File: src/rtl/score_disp_pkg.sv
// Shared constants and helpers for the score counter / seven-segment display path.
package score_disp_pkg;

    localparam logic [6:0] SEG_BLANK = 7'h7F;
    localparam logic [3:0] BCD_NINE  = 4'd9;

    // Minimum bit width able to hold value-1, never less than one bit.
    function automatic int clog2(input int value);
        int result;
        result = 1;
        for (int i = 1; i < 31; i++) begin
            if ((1 << i) < value) begin
                result = i + 1;
            end
        end
        return result;
    endfunction

    // BCD digit to active-low {g..a} pattern; anything that is not 0-9 goes dark.
    function automatic logic [6:0] seg_decode(input logic [3:0] digit);
        logic [6:0] seg;
        case (digit)
            4'd0:    seg = 7'h40;
            4'd1:    seg = 7'h79;
            4'd2:    seg = 7'h24;
            4'd3:    seg = 7'h30;
            4'd4:    seg = 7'h19;
            4'd5:    seg = 7'h12;
            4'd6:    seg = 7'h02;
            4'd7:    seg = 7'h78;
            4'd8:    seg = 7'h00;
            4'd9:    seg = 7'h10;
            default: seg = SEG_BLANK;
        endcase
        return seg;
    endfunction

endpackage

File: src/rtl/score_scan_display_if.sv
// Event pulses from game logic in, BCD counts and display pins out.
interface score_scan_display_if #(
    parameter int NUM_CH = 2,
    parameter int DIGITS = 4
);
    logic [NUM_CH-1:0]          Inc_In;
    logic [NUM_CH-1:0]          Dec_In;
    logic [NUM_CH-1:0]          Clear_In;
    logic [NUM_CH*DIGITS*4-1:0] Count_Out;
    logic [NUM_CH-1:0]          Sat_Out;
    logic [NUM_CH-1:0]          Uflow_Out;
    logic [6:0]                 Seg_Out;
    logic [NUM_CH*DIGITS-1:0]   An_Out;

    modport master (
        output Inc_In, Dec_In, Clear_In,
        input  Count_Out, Sat_Out, Uflow_Out, Seg_Out, An_Out
    );

    modport slave (
        input  Inc_In, Dec_In, Clear_In,
        output Count_Out, Sat_Out, Uflow_Out, Seg_Out, An_Out
    );
endinterface

File: src/rtl/bcd_counter.sv
// One multi-digit BCD counter: clear beats everything, simultaneous inc/dec cancel,
// increment saturates at all nines, decrement at zero holds and flags underflow.
module bcd_counter
    import score_disp_pkg::*;
#(
    parameter int DIGITS = 4
) (
    input  logic                clk,
    input  logic                rst_n,
    input  logic                inc,
    input  logic                dec,
    input  logic                clear,
    output logic [DIGITS*4-1:0] value,
    output logic                sat,
    output logic                uflow
);

    logic [DIGITS*4-1:0] inc_val;
    logic [DIGITS*4-1:0] dec_val;
    logic                all_nine;
    logic                all_zero;
    logic                carry;
    logic                borrow;
    logic [3:0]          digit;

    // Ripple the carry and borrow through the digits and detect the two end stops.
    always_comb begin
        inc_val  = value;
        dec_val  = value;
        all_nine = 1'b1;
        all_zero = 1'b1;
        carry    = 1'b1;
        borrow   = 1'b1;
        digit    = '0;
        for (int k = 0; k < DIGITS; k++) begin
            digit = value[k*4 +: 4];
            if (digit != BCD_NINE) all_nine = 1'b0;
            if (digit != 4'd0)     all_zero = 1'b0;
            if (carry) begin
                if (digit == BCD_NINE) begin
                    inc_val[k*4 +: 4] = 4'd0;
                end else begin
                    inc_val[k*4 +: 4] = digit + 4'd1;
                    carry = 1'b0;
                end
            end
            if (borrow) begin
                if (digit == 4'd0) begin
                    dec_val[k*4 +: 4] = BCD_NINE;
                end else begin
                    dec_val[k*4 +: 4] = digit - 4'd1;
                    borrow = 1'b0;
                end
            end
        end
    end

    assign sat = all_nine;

    // Commit the selected update; the underflow flag lives for exactly one cycle.
    always_ff @(posedge clk) begin
        if (!rst_n) begin
            value <= '0;
            uflow <= 1'b0;
        end else begin
            uflow <= 1'b0;
            if (clear) begin
                value <= '0;
            end else if (inc && !dec) begin
                if (!all_nine) value <= inc_val;
            end else if (dec && !inc) begin
                if (all_zero) uflow <= 1'b1;
                else          value <= dec_val;
            end
        end
    end

endmodule

File: src/rtl/score_scan_display.sv
// NUM_CH BCD score counters feeding a time-multiplexed seven-segment scanner
// with optional per-channel leading-zero blanking.
module score_scan_display
    import score_disp_pkg::*;
#(
    parameter int NUM_CH   = 2,
    parameter int DIGITS   = 4,
    parameter int CLK_HZ   = 25_000_000,
    parameter int SCAN_HZ  = 1000,
    parameter int BLANK_LZ = 1
) (
    input  logic                 Master_Clock_In,
    input  logic                 Reset_N_In,
    score_scan_display_if.slave  bus
);

    localparam int TOTAL = NUM_CH * DIGITS;
    localparam int DIV   = CLK_HZ / (SCAN_HZ * TOTAL);
    localparam int PRE_W = clog2(DIV);
    localparam int IDX_W = clog2(TOTAL);

    logic [NUM_CH*DIGITS*4-1:0] count;
    logic [NUM_CH-1:0]          sat;
    logic [NUM_CH-1:0]          uflow;
    logic [PRE_W-1:0]           prescale;
    logic [IDX_W-1:0]           index;
    logic [6:0]                 seg_q;
    logic [TOTAL-1:0]           an_q;
    logic [6:0]                 seg_next;
    logic [TOTAL-1:0]           an_next;
    logic                       upper_zero;
    int                         pos;
    int                         ch;
    int                         dig;

    for (genvar c = 0; c < NUM_CH; c++) begin : g_ch
        bcd_counter #(.DIGITS(DIGITS)) u_counter (
            .clk   (Master_Clock_In),
            .rst_n (Reset_N_In),
            .inc   (bus.Inc_In[c]),
            .dec   (bus.Dec_In[c]),
            .clear (bus.Clear_In[c]),
            .value (count[c*DIGITS*4 +: DIGITS*4]),
            .sat   (sat[c]),
            .uflow (uflow[c])
        );
    end

    // Pick the digit for the current scan position and decide whether it is a leading zero.
    always_comb begin
        pos        = int'(index);
        ch         = pos / DIGITS;
        dig        = pos % DIGITS;
        upper_zero = 1'b1;
        for (int k = 0; k < DIGITS; k++) begin
            if (k >= dig && count[(ch*DIGITS + k)*4 +: 4] != 4'd0) upper_zero = 1'b0;
        end
        if (BLANK_LZ != 0 && dig > 0 && upper_zero) seg_next = SEG_BLANK;
        else                                        seg_next = seg_decode(count[pos*4 +: 4]);
        an_next = ~(TOTAL'(1) << index);
    end

    // Prescaler paces the scan; segment and anode pins are registered from the current index.
    always_ff @(posedge Master_Clock_In) begin
        if (!Reset_N_In) begin
            prescale <= '0;
            index    <= '0;
            seg_q    <= SEG_BLANK;
            an_q     <= '1;
        end else begin
            if (prescale == PRE_W'(DIV - 1)) begin
                prescale <= '0;
                if (index == IDX_W'(TOTAL - 1)) index <= '0;
                else                            index <= index + 1'b1;
            end else begin
                prescale <= prescale + 1'b1;
            end
            seg_q <= seg_next;
            an_q  <= an_next;
        end
    end

    assign bus.Count_Out = count;
    assign bus.Sat_Out   = sat;
    assign bus.Uflow_Out = uflow;
    assign bus.Seg_Out   = seg_q;
    assign bus.An_Out    = an_q;

endmodule

File: src/flat_wrapper.sv
// flat-port wrapper written by rule: the top's interface ports become plain ports
module score_scan_display_flat import score_disp_pkg::*;
#(
    parameter int NUM_CH   = 2,
    parameter int DIGITS   = 4,
    parameter int CLK_HZ   = 25_000_000,
    parameter int SCAN_HZ  = 1000,
    parameter int BLANK_LZ = 1
)
  (Master_Clock_In, Reset_N_In, bus_Inc_In, bus_Dec_In, bus_Clear_In, bus_Count_Out, bus_Sat_Out, bus_Uflow_Out, bus_Seg_Out, bus_An_Out);
  score_scan_display_if #(.NUM_CH(NUM_CH), .DIGITS(DIGITS)) bus_i ();
  input  logic Master_Clock_In;
  input  logic Reset_N_In;
  input wire logic [$bits(bus_i.Inc_In)-1:0] bus_Inc_In;
  input wire logic [$bits(bus_i.Dec_In)-1:0] bus_Dec_In;
  input wire logic [$bits(bus_i.Clear_In)-1:0] bus_Clear_In;
  output wire logic [$bits(bus_i.Count_Out)-1:0] bus_Count_Out;
  output wire logic [$bits(bus_i.Sat_Out)-1:0] bus_Sat_Out;
  output wire logic [$bits(bus_i.Uflow_Out)-1:0] bus_Uflow_Out;
  output wire logic [$bits(bus_i.Seg_Out)-1:0] bus_Seg_Out;
  output wire logic [$bits(bus_i.An_Out)-1:0] bus_An_Out;
  assign bus_i.Inc_In = bus_Inc_In;
  assign bus_i.Dec_In = bus_Dec_In;
  assign bus_i.Clear_In = bus_Clear_In;
  assign bus_Count_Out = bus_i.Count_Out;
  assign bus_Sat_Out = bus_i.Sat_Out;
  assign bus_Uflow_Out = bus_i.Uflow_Out;
  assign bus_Seg_Out = bus_i.Seg_Out;
  assign bus_An_Out = bus_i.An_Out;
  score_scan_display #(.NUM_CH(NUM_CH), .DIGITS(DIGITS), .CLK_HZ(CLK_HZ), .SCAN_HZ(SCAN_HZ), .BLANK_LZ(BLANK_LZ)) u_core (.Master_Clock_In(Master_Clock_In), .Reset_N_In(Reset_N_In), .bus(bus_i));
endmodule
File: config.mk
export PLATFORM = sky130hd
export DESIGN_NAME = score_scan_display_flat
export DESIGN_NICKNAME = d
export VERILOG_FILES = /design/src/rtl/score_disp_pkg.sv /design/src/rtl/score_scan_display_if.sv /design/src/rtl/bcd_counter.sv /design/src/rtl/score_scan_display.sv /design/src/flat_wrapper.sv
export SDC_FILE = /design/constraint.sdc
export NUM_CORES = 1
export LEC_CHECK = 0
export ABC_AREA = 1
export BUFFER_PORTS_ARGS = -buffer_cell sky130_fd_sc_hd__buf_4
export CAP_MARGIN = 15
export CORE_MARGIN = 8
export CORE_UTILIZATION = 43
export CTS_BUF_LIST = sky130_fd_sc_hd__clkbuf_8 sky130_fd_sc_hd__clkbuf_16
export DETAILED_ROUTE_END_ITERATION = 16
export PLACE_DENSITY_LB_ADDON = 0.1
export RECOVER_POWER = 50
export SLEW_MARGIN = 20
export SYNTH_ARGS = -nofsm -noshare
export SYNTH_HDL_FRONTEND = slang
export SYNTH_HIERARCHICAL = 1
export SYNTH_SLANG_ARGS = --single-unit
export TNS_END_PERCENT = 50
File: constraint.sdc
create_clock -name Master_Clock_In -period 3.15 [get_ports Master_Clock_In]
set_clock_uncertainty 0.2 [all_clocks]
set_input_delay 0.1575 -clock Master_Clock_In [delete_from_list [all_inputs] [get_ports Master_Clock_In]]
set_output_delay 0.1575 -clock Master_Clock_In [all_outputs]
set_load 0.05 [all_outputs]
==> results of run 1 <==
power by group through the flow:
stage | combinational, W | sequential [W] | clock (W)
global route | 0.00133 | 0.00101 | 0.000725
detailed placement | 0.00123 | 0.00102 | 0
global placement | 0.00122 | 0.00102 | 0
CTS | 0.00124 | 0.00100 | 0.000685
floorplan | 0.000759 | 0.00120 | 0
finish | 0.00118 | 0.000999 | 0.000651
worst min-delay path by stage:
stage                                                                  to  slack, ps  cells past startpoint
after floorplan                              u_core/index[1]$_SDFFE_PN0P_        140                      2
after global placement                    u_core/bus.An_Out[3]$_SDFF_PN1_        230                      2
after CTS                 u_core/g_ch[0].u_counter/value[10]$_SDFFE_PP0P_         30                      5
after global routing            u_core/g_ch[1].u_counter/uflow$_SDFF_PP0_         40                      5
after detailed placement                  u_core/bus.An_Out[3]$_SDFF_PN1_        240                      2
final                           u_core/g_ch[1].u_counter/uflow$_SDFF_PP0_         50                      5
Yosys cell counts:
library cell / n
nand2_1: 205
nor2_1: 117
inv_1: 97
nand3_1: 93
dfxtp_1: 64
o21ai_0: 38
a21oi_1: 19
ha_1: 18
nand2_2: 12
inv_2: 9
nand3_2: 8
nor2_2: 8
xor2_1: 8
nand4_1: 6
nor2_4: 6
nor3_1: 6
buf_2: 5
clkbuf_1: 5
buf_6: 3
nand2_4: 3
nand3b_1: 3
or2_2: 3
a21oi_2: 2
a21oi_4: 2
buf_1: 2
buf_4: 2
nand4_4: 2
nor3_2: 2
o211ai_1: 2
o21ai_4: 2
o31ai_1: 2
buf_12: 1
o22ai_1: 1
or2_0: 1
xnor2_1: 1
per-layer routing:
metal	up-vias	wire length, um
met4	0	198
li1	2499	-
met5	-	0
met3	19	534
met2	105	5780
met1	2159	5330
cell type report:
class                           count  area [um2]
Fill cell                        1168        5470
Multi-Input combinational cell    570        2870
Sequential cell                    64        1280
Inverter                          106         398
Timing Repair Buffer               67         327
Tap cell                          140         175
Clock buffer                       10         138
Clock inverter                      6        45.0
sequential cells by signal, indices dropped and copies added, names as in the netlist:
signal	flops
u_core/bus.Seg_Out	7
u_core/index	3
u_core/g_ch.u_counter/uflow	2
u_core/g_ch.u_counter/value	32
u_core/bus.An_Out	8
u_core/prescale	12
kinds of logic (layout without fill, tap and decap cells):
group                    after synthesis  in the layout
AO/OA/AOI/OAI                         68             68
XOR/XNOR                               9              9
adder cells (fa/ha/maj)               18             18
buffers and inverters                124            189
flip-flops                            64             64
AND/OR/NAND/NOR                      475            475
through the flow:
step	hold WS (ps)	total power [W]	worst slack [ps]
after floorplan	144	0.00196	879
after global placement	231	0.00223	985
after detailed placement	238	0.00225	933
after CTS	25.9	0.00292	786
after global routing	43.1	0.00307	553
final	49.9	0.00283	729
critical path: stages:
cell           delay [ps]
dlygate4sd3_1         530
buf_4                 110
inv_1                  30
ha_1                  170
buf_4                 200
inv_1                 350
nand3_1               190
nor2_4                170
nand2_1                70
nand2_1                90
nand3_2               180
nand2_1               120
nand2_1                50
nor2_1                 80
==> flow_summary.yaml, run 1 <==
layout:
  n_antenna_cell: 0
  final_common_cell: "nand2_1"
  layout_common_cells: "205 x nand2_1, 117 x nor2_1, 99 x inv_1"
  synthToLayoutAreaGrowth_pct: 12.1
  fin_cells: 963
  design_area_um2: 5230
  nNetsFinal: 844
  finish.utilization_pct: 48.9
  drive_gt1_share_pct: 10.7
synthesis:
  synthAdderAreaFrac_pct: 4.83
  synthCells: 758
  synth_simple_gate_area_share_pct: 46.3
  muxShareOfSynthArea_pct: 0
  synthTopCellsByArea: "dfxtp_1 27%, nand2_1 16%, nand3_1 10%, nor2_1 9.4%, inv_1 7.8%"
  synth_top_family_by_area: "simple AND/OR/NAND/NOR gates"
  ys_seq_area_share_pct: 27.5
  postSynthAreaPerCell_um2: 6.16
  ys_ff_latch: 64
  synth_compound_area_share_pct: 8.66
  synth_warnings: 6
  yosys.area.top_type_share_pct: 27.5
  synth_xor_area_share_pct: 1.69
  ys_types: 35
  yosysTopAreaCell: "dfxtp_1"
  synthesis.nets: 784
  netlist_area_um2: 4670
power:
  p_sw_w: 0.00131
  p_int_w: 0.00152
  pwr_density_cell_nw_per_um2: 541
  power_frac_seq_pct: 35.3
  p_leak_nw: 2.43
  vdd_drop_max_v: 0.000226
  switching_share_pct: 46.2
  combPwrFrac_pct: 41.7
  clockPowerShare_pct: 23.0
worst_setup_path:
  r2r_cells: 10
  reg2reg_from: "u_core/index[1]$_SDFFE_PN0P_"
  cp-start-kind: "input port"
  worstPathArrival_ps: 2510
  critical_path_class: "in -> reg"
  crit_fanout: 16
  r2r-end: "u_core/bus.Seg_Out[6]$_SDFF_PP1_"
  crit_end: "u_core/g_ch[1].u_counter/value[14]$_SDFFE_PP0P_"
  crit_path_start: "bus_Dec_In[1]"
  end_kind: "flop"
  critPathRequiredTime_ps: 3240
  rrSetupSlack_ps: 790
sta:
  setup_violations: 0
  rsz0062_at_grt: "no"
  worstMarginPinSlew_ps: 619
  max_freq_mhz: 413
  slew_headroom_pct: 58.9
  slew_violations: 0
  timing.final.crit_share_pct: 76.9
  finalHoldViolCount: 0
  min_period_ps: 2420
  totalNegativeSetupSlack_ps: 0
global_route:
  antenna_found_initial: 0
  grt_max_degree: 24
  grt_pass1_wl_um: 19800
  met3_usage_pct: 3.71
  overflow: 0
  top_usage_layer: "met2"
  grt_pass1_vias: 4358
  use_met2_pct: 29.2
  grt_util_all_layers_pct: 16.5
  use_met1_pct: 18.7
floorplanning:
  dieHeight_um: 120
  core_um2: 10700
  io_pins: 59
  start_util_pct: 43.6
  rows: 38
  dieArea_um2: 14400
  die_width_um: 120
min_path:
  hp-start: "bus_Inc_In[1]"
  hold_path.class: "in -> reg"
clock_network:
  postCtsSetupBuffers: 0
  holdBufCountCts: 3
  ctsResizeCount: 0
  worstSkewPairLatency_ps: 350
  numCtsBuffers: 9
  cts_sinks: 64
  clockBufferDepth: 2
  path_clk_slew_ps: 80
  htreeDepth: 3
  cts_tree: "yes"
  cts-root-buf: "clkbuf_8"
placed_design:
  io_buffers: 58
  hpwl_um: 8820
  dp.cells: 944
  gp_congestion: 0.850
  placed_area_um2: 5200
drt:
  dr.pass1.iters: 5
  wl_per_cell_um: 12.3
  drt_iter0_drc: 360
  viasPerCell: 4.97
  route.antenna.remaining_nets: 0
  wl_um: 11800
  vias: 4782
  drc_errors: 0
status:
  status: "completed"
flow_run:
  cap_viol_max_count: 0
No activity file was read; power rests on OpenSTA's default activity.
==> run 2, diff against run 1 <==
--- a/config.mk
+++ b/config.mk
@@ -5,7 +5,7 @@
 export SDC_FILE = /design/constraint.sdc
 export NUM_CORES = 1
 export LEC_CHECK = 0
-export ABC_AREA = 1
+export ABC_AREA = 0
 export BUFFER_PORTS_ARGS = -buffer_cell sky130_fd_sc_hd__buf_4
 export CAP_MARGIN = 15
 export CORE_MARGIN = 8
==> constraint.sdc (replaced) <==
create_clock -name Master_Clock_In -period 2.47 [get_ports Master_Clock_In]
set_clock_uncertainty 0.2 [all_clocks]
set_input_delay 0.1235 -clock Master_Clock_In [delete_from_list [all_inputs] [get_ports Master_Clock_In]]
set_output_delay 0.1235 -clock Master_Clock_In [all_outputs]
set_load 0.05 [all_outputs]
==> flow_summary.yaml, run 2 <==
layout:
  synthToLayoutAreaGrowth_pct: 18.2
  nNetsFinal: 659
  regMostFlops: "u_core/g_ch.u_counter/value"
  fin_cells: 778
  final_common_cell: "buf_4"
  n_antenna_cell: 0
  finish.utilization_pct: 51.4
  design_area_um2: 5470
  layout_common_cells: "63 x buf_4, 48 x clkbuf_1, 44 x nor2_1"
  largest_register_ffs: 32
  drive_gt1_share_pct: 23.0
global_route:
  met3_usage_pct: 3.38
  grt_pass1_vias: 4264
  use_met2_pct: 29.1
  antenna_found_initial: 0
  grt_max_degree: 19
  top_usage_layer: "met2"
  use_met1_pct: 24.5
  overflow: 0
  grt_util_all_layers_pct: 18.2
  grt_pass1_wl_um: 21700
floorplanning:
  io_pins: 59
  core_um2: 10700
  die_width_um: 120
  rows: 38
  dieHeight_um: 120
  dieArea_um2: 14300
  start_util_pct: 43.5
drt:
  vias: 4357
  route.antenna.remaining_nets: 0
  drt_iter0_drc: 297
  viasPerCell: 5.60
  wl_per_cell_um: 16.6
  dr.pass1.iters: 6
  drc_errors: 0
  wl_um: 12900
synthesis:
  synth-edff-count: 0
  synth_ff_type: "dfxtp_1"
  ys_seq_area_share_pct: 27.7
  netlist_area_um2: 4630
  synth_warnings: 6
  ys_ff_latch: 64
  postSynthAreaPerCell_um2: 8.37
  synthTopCellsByCount: "64 x dfxtp_1, 45 x a21oi_1, 44 x nor2_1"
  yosys.area.top_type_share_pct: 27.7
  synthesis.nets: 579
  synthTopCellsByArea: "dfxtp_1 28%, a21oi_1 4.9%, ha_1 4.9%, nor2_1 3.6%, nor3_1 3.4%"
  ys_types: 67
  synth_most_common_cell: "dfxtp_1"
  async_reset_ff_share_pct: 0
  yosysTopAreaCell: "dfxtp_1"
  synthCells: 553
status:
  status: "completed"
clock_network:
  worstSkewPairLatency_ps: 340
  cts-root-buf: "clkbuf_8"
  cts_tree: "yes"
  numCtsBuffers: 9
  path_clk_slew_ps: 80
  cts_sinks: 64
  htreeDepth: 3
  clockBufferDepth: 2
sta:
  worstMarginPinSlew_ps: 696
  rsz0062_at_grt: "yes"
  min_period_ps: 2400
  setup_violations: 0
  finalHoldViolCount: 0
  slew_violations: 0
  max_freq_mhz: 416
  timing.final.crit_share_pct: 97.3
  slew_headroom_pct: 53.8
placed_design:
  gp_congestion: 0.823
  io_buffers: 58
  hpwl_um: 9560
  placed_area_um2: 5380
  dp.cells: 758
power:
  clockPowerShare_pct: 23.1
  power_w: 0.00425
  p_sw_w: 0.00180
  p_int_w: 0.00246
  power_frac_seq_pct: 28.6
  p_leak_nw: 2.08
  vdd_drop_max_v: 0.000323
  pwr_density_cell_nw_per_um2: 777
  combPwrFrac_pct: 48.3
  switching_share_pct: 42.2
worst_setup_path:
  worstPathArrival_ps: 2460
  crit_fanout: 7
  crit_path_frequent_cell: "or4_4"
  end_kind: "flop"
  rrSetupSlack_ps: 70
  critical_path_class: "reg -> reg"
  crit_path_start: "u_core/g_ch[1].u_counter/value[10]$_SDFFE_PP0P_"
  path_cells: "or4_4 > or4_4 > o221ai_2 > buf_4 > nor3_1 > a211oi_1"
  reg2reg_from: "u_core/g_ch[1].u_counter/value[10]$_SDFFE_PP0P_"
  crit_path_top_delay_cell: "or4_4"
  critPathRequiredTime_ps: 2530
  cp-start-kind: "flop"
  max_stage_delay_ps: 520
min_path:
  hold_path.class: "in -> reg"
  hp-start: "bus_Dec_In[0]"
flow_run:
  cap_viol_max_count: 0
==> run 2: final cells by class <==
cell class | count | area [um2]
clock inverters | 3 | 38.8
inverters | 27 | 101
flip-flops and latches | 64 | 1320
multi-input cells | 416 | 2970
well taps | 140 | 175
clock buffers | 13 | 179
fillers | 1093 | 5180
repair buffers | 115 | 693
==> run 2: stage by stage <==
step | hold slack [ps] | setup TNS (ps) | worst slack (ps)
2_1_floorplan | -7.62 | -333 | -28.4
3_3_place_gp | 200 | 0 | 118
3_5_place_dp | 202 | 0 | 56.1
4_1_cts | 5.00 | 0 | 41.5
5_1_grt | 38.5 | -33.1 | -33.1
6_report | 19.5 | 0 | 65.9
==> run 2: critical path: cells and delay by family (launching register included) <==
kind            cells  cell delay, ps
compound gates      2             510
buf+inv             1             220
flops               1             340
simple gates        3            1040
==> run 2: power groups by stage <==
stage / Clock [W] / Sequential (W) / Combinational (W)
3_3_place_gp: 0 / 0.00124 / 0.00206
4_1_cts: 0.00100 / 0.00122 / 0.00210
2_1_floorplan: 0 / 0.00152 / 0.00132
6_report: 0.000982 / 0.00122 / 0.00205
3_5_place_dp: 0 / 0.00124 / 0.00208
5_1_grt: 0.00106 / 0.00123 / 0.00223
==> run 2: cell families after synthesis <==
logic type | after synthesis | synth area share (%)
buf+inv | 73 | 10.0
mux | 16 | 6.59
simple gates | 218 | 26.4
flops | 64 | 27.7
compound gates | 142 | 20.3
xor+xnor | 22 | 4.16
fa+ha+maj | 18 | 4.86
==> run 2: worst paths after layout <==
| check | depth (start not counted) | end |
|---|---|---|
| hold reg to reg | 1 | u_core/prescale[0]$_SDFF_PP0_ |
| hold / removal | 4 | u_core/g_ch[0].u_counter/uflow$_SDFF_PP0_ |
| setup / recovery | 6 | u_core/g_ch[1].u_counter/value[13]$_SDFFE_PP0P_ |
| setup reg to reg | 6 | u_core/g_ch[1].u_counter/value[13]$_SDFFE_PP0P_ |
==> run 2: metal layers <==
layer	vias to the layer above	wire length [um]
li1	2179	-
met1	2064	6230
met2	102	5950
met3	12	631
met4	0	131
met5	-	0
==> run 2: repair_timing <==
item | CTS | global route
gates resized for setup | 0 | 3
endpoints found under the hold margin | 11 | 0
setup buffers | 0 | 0
setup endpoints to repair | 0 | 9
hold buffers | 4 | 0
==> run 3, diff against run 2 <==
==> constraint.sdc (replaced) <==
create_clock -name Master_Clock_In -period 3.05 [get_ports Master_Clock_In]
set_clock_uncertainty 0.2 [all_clocks]
set_input_delay 0.1525 -clock Master_Clock_In [delete_from_list [all_inputs] [get_ports Master_Clock_In]]
set_output_delay 0.1525 -clock Master_Clock_In [all_outputs]
set_load 0.005 [all_outputs]
==> flow_summary.yaml, run 3 (synthesis gave the netlist of run 2 again) <==
worst_setup_path:
  critical_path_class: "reg -> reg"
  crit_path_frequent_cell: "nand2_1"
  path_cells: "mux4_2 > mux2i_1 > inv_1 > ha_1 > mux2_1 > nand2_1 > nand2_1"
  cp-start-kind: "flop"
  worstPathArrival_ps: 2770
  rrSetupSlack_ps: 310
  r2r-end: "u_core/bus.Seg_Out[0]$_SDFF_PP1_"
  max_stage_delay_ps: 640
  end_kind: "flop"
  crit_end: "u_core/bus.Seg_Out[0]$_SDFF_PP1_"
  crit_path_start: "u_core/index[0]$_SDFFE_PN0P_"
  r2r_cells: 7
  reg2reg_from: "u_core/index[0]$_SDFFE_PN0P_"
  crit_path_top_delay_cell: "dfxtp_1"
  crit_fanout: 9
  critPathRequiredTime_ps: 3080
layout:
  n_antenna_cell: 0
  fin_cells: 753
  largest_register_ffs: 32
  layout_common_cells: "64 x dfxtp_1, 45 x a21oi_1, 44 x nor2_1"
  synthToLayoutAreaGrowth_pct: 13.2
  nNetsFinal: 634
  regArea_um2: 1280
  num-fill-cells: 1073
  regMostFlops: "u_core/g_ch.u_counter/value"
  multi_input_area_um2: 2880
  final_common_cell: "dfxtp_1"
  drive_gt1_share_pct: 17.9
min_path:
  hold_path.class: "in -> reg"
sta:
  finalHoldViolCount: 0
  rsz0062_at_grt: "no"
  max_freq_mhz: 365
  worstMarginPinSlew_ps: 758
  slew_headroom_pct: 49.5
  setup_violations: 0
  min_period_ps: 2740
  timing.final.crit_share_pct: 89.8
  totalNegativeSetupSlack_ps: 0
  holdWs_ps: 147
  slew_violations: 0
drt:
  dr.pass1.iters: 5
  viasPerCell: 5.81
  drt_iter0_drc: 426
  route.antenna.remaining_nets: 0
  wl_um: 12600
  vias: 4375
  wl_per_cell_um: 16.8
  drc_errors: 0
status:
  status: "completed"
clock_network:
  htreeDepth: 3
  worstSkewPairLatency_ps: 360
  cts_tree: "yes"
  cts-root-buf: "clkbuf_8"
  numCtsBuffers: 9
  path_clk_slew_ps: 80
  clockBufferDepth: 2
  postCtsSetupBuffers: 0
  cts_sinks: 64
global_route:
  grt_pass1_vias: 4049
  grt_util_all_layers_pct: 17.6
  antenna_found_initial: 0
  grt_max_degree: 19
  grt_pass1_wl_um: 20800
  overflow: 0
floorplanning:
  io_pins: 59
  start_util_pct: 43.5
  rows: 38
  dieArea_um2: 14300
  dieHeight_um: 120
  core_um2: 10700
  die_width_um: 120
placed_design:
  dp.cells: 732
  hpwl_um: 8960
  io_buffers: 58
  gp_congestion: 0.854
power:
  power_w: 0.00303
  pwr_density_cell_nw_per_um2: 579
  vdd_drop_max_v: 0.000289
  p_leak_nw: 1.98
flow_run:
  cap_viol_max_count: 0
==> run 3: cell types whose count changed in the layout (fill, tap and decap cells not counted), moves of 4 or more <==
cell	delta
dfxtp_2	-17
a21oi_1	+7
dfxtp_4	-4
clkbuf_4	+26
dfxtp_1	+21
buf_4	-27
a21oi_2	-7
clkbuf_1	-26
==> run 3: worst min-delay path by stage <==
stage                   from                                             end  slack (ps)  depth (start not counted)
6_report       bus_Dec_In[0]  u_core/g_ch[0].u_counter/value[1]$_SDFFE_PP0P_         150                          6
4_1_cts        bus_Dec_In[0]  u_core/g_ch[0].u_counter/value[1]$_SDFFE_PP0P_         140                          6
2_1_floorplan     Reset_N_In                 u_core/bus.An_Out[3]$_SDFF_PN1_          20                          1
5_1_grt        bus_Dec_In[0]  u_core/g_ch[0].u_counter/value[1]$_SDFFE_PP0P_         200                          6
3_3_place_gp      Reset_N_In                 u_core/bus.An_Out[3]$_SDFF_PN1_         230                          2
3_5_place_dp      Reset_N_In                 u_core/bus.An_Out[3]$_SDFF_PN1_         230                          2
==> run 3: timing repair <==
| item | CTS | global route |
|---|---|---|
| endpoints found under the hold margin | 11 | 0 |
| gates resized for setup | 0 | 0 |
| setup endpoints to repair | 0 | 0 |
| hold buffers | 5 | 0 |
==> run 3: final cells by class <==
class	instances	share of cell area [%]
multi-input cells	416	55.0
inverters	27	1.93
repair buffers	90	11.5
flip-flops and latches	64	24.4
clock inverters	5	0.907
well taps	140	3.34
clock buffers	11	2.89
==> run 3: metrics by stage <==
step	utilization, %	instance area (um2)	setup slack [ps]
after floorplan	-	4630	578
after global placement	47.7	5080	375
after detailed placement	47.7	5080	323
after CTS	50.0	5330	311
after global routing	49.2	5240	150
final	49.2	5240	311
==> run 3: metal layers <==
layer | global-route usage (%) | vias to the layer above | part of all wire, %
met5 | 0 | - | 0
met4 | 7.18 | 0 | 1.7
met3 | 2.96 | 16 | 4.8
met2 | 26.9 | 104 | 45
met1 | 24.0 | 2120 | 48
li1 | - | 2135 | -
==> run 3: worst max-delay path: cells and delay by family (launching register included) <==
kind,cells,cell delay [ps]
adder cells (fa/ha/maj),1,210
buffers and inverters,1,140
flip-flops,1,640
multiplexers,3,1330
AND/OR/NAND/NOR,2,120
==> run 3: power by group <==
group | switching [W] | internal [W] | total [W]
clock network | 0.000345 | 0.000414 | 0.000758
registers | 0.000106 | 0.000908 | 0.00101
logic | 0.000735 | 0.000526 | 0.00126
total | 0.00119 | 0.00185 | 0.00303
